[config.mk]
export PLATFORM = sky130hd
export DESIGN_NAME = ma3_channel_scheduler
export DESIGN_NICKNAME = d
export VERILOG_FILES = /design/src/rtl/ma3_channel_scheduler.sv
export SDC_FILE = /design/constraint.sdc
export NUM_CORES = 1
export LEC_CHECK = 0
export ABC_AREA = 1
export BUFFER_PORTS_ARGS = -buffer_cell sky130_fd_sc_hd__buf_2
export CELL_PAD_IN_SITES_DETAIL_PLACEMENT = 2
export CELL_PAD_IN_SITES_GLOBAL_PLACEMENT = 2
export CORE_MARGIN = 8
export CORE_UTILIZATION = 30
export CTS_BUF_LIST = sky130_fd_sc_hd__clkbuf_16
export DETAILED_ROUTE_END_ITERATION = 6
export PLACE_DENSITY = 0.66
export SYNTH_ARGS = -nofsm -noshare
export SYNTH_HDL_FRONTEND = slang
export SYNTH_SLANG_ARGS = --single-unit
[constraint.sdc]
create_clock -name system1000 -period 8.8 [get_ports system1000]
set_clock_uncertainty 0.2 [all_clocks]
set_input_delay 1.32 -clock system1000 [delete_from_list [all_inputs] [get_ports system1000]]
set_output_delay 1.32 -clock system1000 [all_outputs]
set_load 0.005 [all_outputs]
[src/rtl/ma3_channel_scheduler.sv]
// Round-robin scheduler sharing one 4-term moving-sum datapath across NUM_CH sample streams.
// Each channel keeps its own 3-deep history and fill count; results are registered and channel-tagged.
module ma3_channel_scheduler #(
  parameter int NUM_CH = 4,
  parameter int DATA_W = 8,
  parameter int CH_W   = 2
) (
  input  logic                       system1000,
  input  logic                       system1000_rst,
  input  logic [NUM_CH-1:0]          req_valid,
  input  logic [NUM_CH*DATA_W-1:0]   req_data,
  output logic [NUM_CH-1:0]          req_ready,
  input  logic [NUM_CH-1:0]          clr,
  output logic                       out_valid,
  input  logic                       out_ready,
  output logic signed [DATA_W-1:0]   out_sum,
  output logic [CH_W-1:0]            out_ch,
  output logic                       out_primed
);

  // Handshake: a sample moves when req_valid[c] && req_ready[c]; a result
  // leaves when out_valid && out_ready. A new sample is only admitted when
  // the output register is empty or is being drained in the same cycle.

  logic                     r_out_valid;
  logic signed [DATA_W-1:0] r_out_sum;
  logic [CH_W-1:0]          r_out_ch;
  logic                     r_out_primed;
  logic [CH_W-1:0]          r_ptr;
  logic signed [DATA_W-1:0] r_h0 [NUM_CH];
  logic signed [DATA_W-1:0] r_h1 [NUM_CH];
  logic signed [DATA_W-1:0] r_h2 [NUM_CH];
  logic [1:0]               r_fill [NUM_CH];

  logic                     w_slot_free;
  logic [NUM_CH-1:0]        w_elig;
  logic                     w_found;
  logic [CH_W-1:0]          w_grant;
  logic [CH_W-1:0]          w_idx;
  logic [CH_W-1:0]          w_ptr_next;
  logic                     w_xfer;
  logic signed [DATA_W-1:0] w_sample;
  logic signed [DATA_W-1:0] w_sum;

  assign w_slot_free = !r_out_valid || out_ready;
  assign w_elig      = req_valid & ~clr & {NUM_CH{w_slot_free}};

  // Search ptr, ptr+1, ... modulo NUM_CH; first eligible channel wins.
  always_comb begin
    w_found = 1'b0;
    w_grant = '0;
    w_idx   = '0;
    for (int k = 0; k < NUM_CH; k++) begin
      w_idx = CH_W'((int'(r_ptr) + k) % NUM_CH);
      if (!w_found && w_elig[w_idx]) begin
        w_found = 1'b1;
        w_grant = w_idx;
      end
    end
  end

  always_comb begin
    req_ready = '0;
    if (w_found && !system1000_rst) req_ready[w_grant] = 1'b1;
  end

  assign w_xfer     = w_found && !system1000_rst;
  assign w_ptr_next = (w_grant == CH_W'(NUM_CH - 1)) ? '0 : w_grant + CH_W'(1);
  assign w_sample   = req_data[int'(w_grant)*DATA_W +: DATA_W];
  // Plain DATA_W-wide addition gives the required two's-complement wrap.
  assign w_sum      = w_sample + r_h0[w_grant] + r_h1[w_grant] + r_h2[w_grant];

  always_ff @(posedge system1000 or posedge system1000_rst) begin
    if (system1000_rst) begin
      r_out_valid  <= 1'b0;
      r_out_sum    <= '0;
      r_out_ch     <= '0;
      r_out_primed <= 1'b0;
      r_ptr        <= '0;
      for (int c = 0; c < NUM_CH; c++) begin
        r_h0[c]   <= '0;
        r_h1[c]   <= '0;
        r_h2[c]   <= '0;
        r_fill[c] <= 2'd0;
      end
    end else begin
      if (w_xfer) begin
        r_out_valid  <= 1'b1;
        r_out_sum    <= w_sum;
        r_out_ch     <= w_grant;
        r_out_primed <= (r_fill[w_grant] == 2'd3);
        r_ptr        <= w_ptr_next;
      end else if (out_ready) begin
        r_out_valid <= 1'b0;
      end
      for (int c = 0; c < NUM_CH; c++) begin
        if (clr[c]) begin
          r_h0[c]   <= '0;
          r_h1[c]   <= '0;
          r_h2[c]   <= '0;
          r_fill[c] <= 2'd0;
        end else if (w_xfer && (w_grant == CH_W'(c))) begin
          r_h2[c]   <= r_h1[c];
          r_h1[c]   <= r_h0[c];
          r_h0[c]   <= w_sample;
          r_fill[c] <= (r_fill[c] == 2'd3) ? 2'd3 : r_fill[c] + 2'd1;
        end
      end
    end
  end

  assign out_valid  = r_out_valid;
  assign out_sum    = r_out_sum;
  assign out_ch     = r_out_ch;
  assign out_primed = r_out_primed;

endmodule

==> results of run 1 <==
## cell families (layout without fill, tap and decap cells)
group	after synthesis	in the layout	synth area share, %
AND/OR/NAND/NOR	240	240	16.4
XOR/XNOR	6	6	0.799
adder cells (fa/ha/maj)	25	25	6.35
buffers and inverters	180	236	12.0
AO/OA/AOI/OAI	202	202	19.6
flip-flops	118	118	44.9
## worst max-delay path: cells and delay by family
family          cells  cell delay, ns
compound gates      4            0.63
simple gates       20            2.52
buf+inv             8            0.96
fa+ha+maj           3            1.41
## per-layer routing
layer,routed length (um),vias up,part of all wire (%)
li1,-,2650,-
met1,10700,3005,46
met2,11600,102,50
met3,831,25,3.6
met4,302,0,1.3
met5,0,-,0
## layout by cell type (no fill, tap or decap), drive strengths merged, types with 4 or more instances in the layout
cell    netlist  routed
nor2         34      34
clkbuf        6      17
dfrtp       118     118
clkinv        1       7
a22oi         6       6
ha           11      11
nand2       129     129
o21ai        66      66
bufinv        0       4
fa           14      14
xor2          5       5
o22ai        93      93
inv         138     141
buf          35      65
nand3        71      71
a21oi        28      28
## final timing paths
path,slack (ns),to,depth (start not counted),startpoint
max in group asynchronous,6.19,r_h2[5]$_DFFE_PP0P_,3,system1000_rst
worst max-delay path,2.03,out_sum[7]$_DFFE_PP0P_,35,out_ready
worst min register to register,0.27,out_sum[0]$_DFFE_PP0P_,2,out_sum[0]$_DFFE_PP0P_
min in group asynchronous,0.83,r_fill[3]$_DFFE_PP0P_,2,system1000_rst
worst max register to register,2.48,out_sum[7]$_DFFE_PP0P_,23,r_ptr[0]$_DFFE_PP0P_
worst min-delay path,0.27,out_sum[0]$_DFFE_PP0P_,2,out_sum[0]$_DFFE_PP0P_
## flip-flops by register name, indices dropped and copies added (netlist names)
| name | flops |
|---|---|
| out_sum | 8 |
| r_fill | 8 |
| r_ptr | 2 |
| out_valid | 1 |
| r_h0 | 32 |
| r_h2 | 32 |
| r_h1 | 32 |
| out_ch | 2 |
| out_primed | 1 |
## through the flow
step / hold slack, ns / instances / instance area, um2 / worst slack, ns / utilization [%]
after floorplan: 0.265 / 771 / 6580 / 3.09 / -
after global placement: 0.249 / 1075 / 7020 / 1.82 / 32.4
after detailed placement: 0.267 / 1075 / 7020 / 1.59 / 32.4
after CTS: 0.282 / 1107 / 7650 / 2.00 / 35.3
after global routing: 0.303 / 1107 / 7650 / 1.46 / 35.3
final: 0.272 / 1107 / 7650 / 2.03 / 35.3
## final cells by class
| cell class | instances | area, um2 |
|---|---|---|
| fillers | 2467 | 14000 |
| flip-flops and latches | 118 | 2950 |
| multi-input cells | 473 | 2850 |
| inverters | 139 | 524 |
| clock buffers | 17 | 425 |
| well taps | 280 | 350 |
| repair buffers | 65 | 343 |
| clock inverters | 15 | 201 |
==> metrics, run 1 <==
Layout Nets 882; Final period util 76.9%; initial core utilization 30.3%; Post-synth ARST share 100%; Synth Register Bits 118; Ports 59; Setup-failing EPs final 0; TritonRoute pass-1 iters 4; row count 54; top cell type's share of synthesized area 44.9%; setup TNS 0 ns; Most common cell on crit path nand2_1; share of layout cells above drive strength 1 17.0%; Synth-to-Final Area Change 16.3%; # port buffers 58; Rel. slew slack 18.7%; via-per-instance ratio 5.22; Final ANT Viol Nets 0; nature of the critical path endpoint flop; DRT Wirelength 23,400 um; most frequent cell after synthesis inv_1; post-synthesis sequential area ratio 44.9%; Worst-Margin Slew 1.22 ns; Yosys cell types 39; worst path required time 8.91 ns; via count 5,782; syn_nets 839; Hold Vio Cnt, Final 0; vias in the first global route 6,810; fmax 0.148 GHz; Tot GR Track Use 18.4%; Avg Cell Area, Syn 8.53 um2; CTS sink count 118; core footprint 21,700 um2; post-CTS sizing 0; Largest stage delay, worst path 0.54 ns; Crit path arrival time 6.87 ns; outcome complete, no violations; largest net degree at the start of global routing 71; CTS hold repair buffers 0; Slowest-stage cell, CP fa_1; Synth area leader dfrtp_1; DRT iter0 DRCs 202; Post-synth EDFFs 0; Clock Path Buffers 2; max-slew violations 0; setup bufs post-CTS 0; total gr overflow 0; die area 26,900 um2; global-route wire length before repair 38,000 um; CTS H-tree lvls 4; Max Cap Viol 0; Die W 164 um; clock root buffer clkbuf_16; Post-Syn Instances 771; CTS Buf Count 17; crit-path max FO 46; GR met3 Demand/Resource 3.41%; Antenna diodes 0; Crit Path Category in2reg; unrepaired setup endpoints after global routing no; Mapped Area 6580 um2; met2 usage 31.1%; Residual DRC 0; synth warn 0; HPWL after DPL 15,700 um; Startpoint Class input port; Global Route met1 Usage 23.5%; CTS tree built; synth top area cells dfrtp_1 (45%), o22ai_1 (8.1%), inv_1 (7.5%); wire per inst 21.1 um; clk slew on worst S/H paths 0.06 ns; fin crit period 6.77 ns; hold crit path type reg2reg; GRT busiest layer met2; Clk Latency, worst-skew pair 0.42 ns; main flop type after synthesis dfrtp_1; Commonest cells post-synth inv_1 (132), dfrtp_1 (118), nand2_1 (116); number of antenna violations at the first check in global routing 0; GP Congestion 0.778; die height 164 um
Power of run 1 is left out: the tool's default activity adds up to more than one toggle a clock period on the data nets, which glitch-free logic cannot reach.
==> inputs of run 2 (changes only) <==
--- a/config.mk
+++ b/config.mk
@@ -5,7 +5,7 @@
 export SDC_FILE = /design/constraint.sdc
 export NUM_CORES = 1
 export LEC_CHECK = 0
-export ABC_AREA = 1
+export ABC_AREA = 0
 export BUFFER_PORTS_ARGS = -buffer_cell sky130_fd_sc_hd__buf_2
 export CELL_PAD_IN_SITES_DETAIL_PLACEMENT = 2
 export CELL_PAD_IN_SITES_GLOBAL_PLACEMENT = 2
@@ -13,7 +13,7 @@
 export CORE_UTILIZATION = 30
 export CTS_BUF_LIST = sky130_fd_sc_hd__clkbuf_16
 export DETAILED_ROUTE_END_ITERATION = 6
-export PLACE_DENSITY = 0.66
+export PLACE_DENSITY = 0.67
 export SYNTH_ARGS = -nofsm -noshare
 export SYNTH_HDL_FRONTEND = slang
 export SYNTH_SLANG_ARGS = --single-unit
==> constraint.sdc (replaced) <==
create_clock -name system1000 -period 6.3 [get_ports system1000]
set_clock_uncertainty 0.2 [all_clocks]
set_input_delay 0.945 -clock system1000 [delete_from_list [all_inputs] [get_ports system1000]]
set_output_delay 0.945 -clock system1000 [all_outputs]
set_load 0.005 [all_outputs]
==> metrics, run 2 <==
Comb power frac 31.0%; Layout Nets 920 (+4.3%); crit-path max FO 16 (-65%); most frequent cell after synthesis nand2_1; Final period util 90.7%; Layout Utilization 35.5% (+0.25 points); CTS H-tree lvls 4 (unchanged); Residual DRC 0 (unchanged); die area 26,600 um2 (-1.1%); global-route wire length before repair 37,500 um (-1.4%); # port buffers 58 (unchanged); Ports 59 (unchanged); fin crit period 5.71 ns; Die W 163 um (-0.57%); die height 163 um (-0.57%); WP buf/inv 5 (-3); Yosys cell types 44 (+13%); Clock Path Buffers 2 (unchanged); unrepaired setup endpoints after global routing no; Hold Vio Cnt, Final 0 (unchanged); worst path required time 6.44 ns (-2.47 ns); clock root buffer clkbuf_16; worst vdd ir 0.179 mV; outcome complete, no violations; Commonest cells post-synth nand2_1 (296), dfrtp_1 (118), a21oi_1 (94); fmax 0.175 GHz; main flop type after synthesis dfrtp_1; Synth area leader dfrtp_1; Avg Cell Area, Syn 8.04 um2 (-5.8%); PwrDens 351 nW/um2; Synth Register Bits 118 (unchanged); Rel. slew slack 35.0% (+16 points); post-synthesis sequential area ratio 45.5% (+0.57 points); hold crit path type reg2reg; vias in the first global route 6,670 (-2.1%); Filler cells 2,511 (+1.8%); CTS Buf Count 17 (unchanged); Post-synth ARST share 100% (unchanged); CTS tree built; HPWL after DPL 16,700 um (+6.5%); row count 54 (unchanged); Worst-Margin Slew 0.975 ns (-0.241 ns); Post-Syn Instances 808 (+4.8%); number of antenna violations at the first check in global routing 0 (unchanged); Post-synth EDFFs 0 (unchanged); DRT Wirelength 23,500 um (+0.59%); CP Cell Sequence buf_2 -> nand2b_2 -> nand3_1 -> a22oi_1 -> or2_4 -> inv_2 -> buf_4 -> buf_4 -> nand2_1 -> nand3_1 -> nand2_1 -> fa_1 -> fa_1 -> inv_1 -> ha_1 -> nor2b_1 -> o21a_1 -> o21ai_0 -> nand2b_1 -> a21oi_1 -> xnor2_1 -> xnor2_1 -> xnor3_1 -> o21ai_1; commonest non-fill, non-tap cell in the layout nand2_1; Startpoint Class input port; Hold WS 0.280 ns (+0.00834 ns); Lkg Pwr 3.46 nW; Clock Power Share 37.7%; PnR Total Power 2.68 mW; max-slew violations 0 (unchanged); Largest stage delay, worst path 0.52 ns (-0.02 ns); Largest regs r_h0: 32 flops, r_h1: 32 flops, r_h2: 32 flops; TritonRoute pass-1 iters 4 (unchanged); Tot GR Track Use 18.5% (+0.16 points); share of layout cells above drive strength 1 13.8% (-3.3 points); Crit Path Category in2reg; sw power 0.909 mW; setup bufs post-CTS 0 (unchanged); synth warn 0 (unchanged); wire per inst 20.5 um (-2.8%); nature of the critical path endpoint flop; CTS sink count 118 (unchanged); via count 5,849 (+1.2%); via-per-instance ratio 5.11 (-2.2%); synth top area cells dfrtp_1 (45%), nand2_1 (17%), a21oi_1 (7.2%); Slowest-stage cell, CP fa_1; top cell type's share of synthesized area 45.5% (+0.57 points); commonest non-fill, non-tap cells in the layout nand2_1 (296), dfrtp_1 (118), a21oi_1 (94); DRT iter0 DRCs 242 (+20%); setup TNS 0 ns (unchanged); clk slew on worst S/H paths 0.06 ns (about the same); Clk Latency, worst-skew pair 0.42 ns (about the same); Final ANT Viol Nets 0 (unchanged); Placed Instances 1,113 (+3.5%); GP Congestion 0.809 (+4.0%); largest net degree at the start of global routing 71 (unchanged); Internal Power 1.77 mW; CP top delay family adder cells; Final Non-Filler Cells 1,145 (+3.4%); CTS hold repair buffers 0 (unchanged); syn_nets 876 (+4.4%); Synth-to-Final Area Change 17.8%; Antenna diodes 0 (unchanged); Max Cap Viol 0 (unchanged); post-CTS sizing 0 (unchanged); Setup-failing EPs final 0 (unchanged); Mapped Area 6490 um2 (-1.3%); total gr overflow 0 (unchanged); Seq pwr share 31.4%; core footprint 21,600 um2 (-0.62%); Crit path arrival time 5.85 ns (-1.02 ns); switch share 33.9%; initial core utilization 30.1% (-0.19 points)
run 2: cell types whose count changed after synthesis, moves of 11 or more:
cell and change:
and3_1 +11, o21a_1 +12, nand3_1 -32, mux2i_1 +11, inv_1 -101, nand2_2 -12, clkbuf_1 +27, o22ai_1 -85
a21oi_1 +67, o21ai_0 -43, nand2_1 +180, nor2_1 +20
run 2: routing by layer:
layer	wire, um	global-route usage, %
met1	10100	21.8
met2	11600	31.7
met3	1020	3.65
met4	862	9.30
met5	0	0
run 2: through the flow:
stage	worst slack [ns]	cell area, um2
CTS	0.561	7650
detailed placement	0.200	7060
global placement	0.326	7060
global route	0.275	7650
floorplan	0.652	6490
finish	0.589	7650
run 2: worst register-to-register path, stage by stage, from the launching register on:
cell,delay (ns)
dfrtp_1,0.37
nor2b_1,0.25
nor4b_1,0.09
a311oi_1,0.22
and2_1,0.47
inv_2,0.33
buf_4,0.29
nand3_1,0.11
nand2_1,0.07
fa_1,0.36
inv_1,0.09
fa_1,0.43
ha_1,0.23
inv_1,0.07
fa_1,0.21
nor2b_1,0.06
o21a_1,0.17
o21ai_0,0.25
nand2b_1,0.11
a21oi_1,0.19
xnor2_1,0.09
xnor2_1,0.22
xnor3_1,0.33
o21ai_1,0.12
run 2: cell type report:
class / count / area, um2 / share of cell area [%]
Multi-Input combinational cell: 603 / 3170 / 41.4
Timing Repair Buffer: 79 / 460 / 6.02
Clock buffer: 17 / 425 / 5.56
Inverter: 33 / 126 / 1.65
Clock inverter: 15 / 171 / 2.24
Tap cell: 280 / 350 / 4.58
Sequential cell: 118 / 2950 / 38.6
run 2: path summary, 6_finish.rpt:
path,start,endpoint,slack [ns],cells past startpoint
min,out_ch[1]$_DFFE_PP0P_,out_ch[1]$_DFFE_PP0P_,0.28,2
min reg2reg,out_ch[1]$_DFFE_PP0P_,out_ch[1]$_DFFE_PP0P_,0.28,2
max reg2reg,out_valid$_DFFE_PP0P_,out_sum[7]$_DFFE_PP0P_,0.87,23
max in group asynchronous,system1000_rst,r_h2[13]$_DFFE_PP0P_,4.01,3
min in group asynchronous,system1000_rst,out_primed$_DFFE_PP0P_,0.47,2
max,out_ready,out_sum[7]$_DFFE_PP0P_,0.59,24
run 2: cell families after synthesis:
group / synth area share, %
AND/OR/NAND/NOR: 26.2
AO/OA/AOI/OAI: 12.5
flip-flops: 45.5
buffers and inverters: 5.78
adder cells (fa/ha/maj): 6.43
multiplexers: 2.39
XOR/XNOR: 1.29
run 2: power by group through the flow:
| stage | sequential (mW) | clock (mW) | combinational (mW) |
|---|---|---|---|
| after floorplan | 0.850 | 0 | 0.532 |
| final | 0.842 | 1.01 | 0.831 |
| after CTS | 0.843 | 1.03 | 0.847 |
| after global routing | 0.850 | 1.06 | 0.931 |
| after detailed placement | 0.856 | 0 | 0.837 |
| after global placement | 0.851 | 0 | 0.803 |
Power figures use the tool's default switching activity.
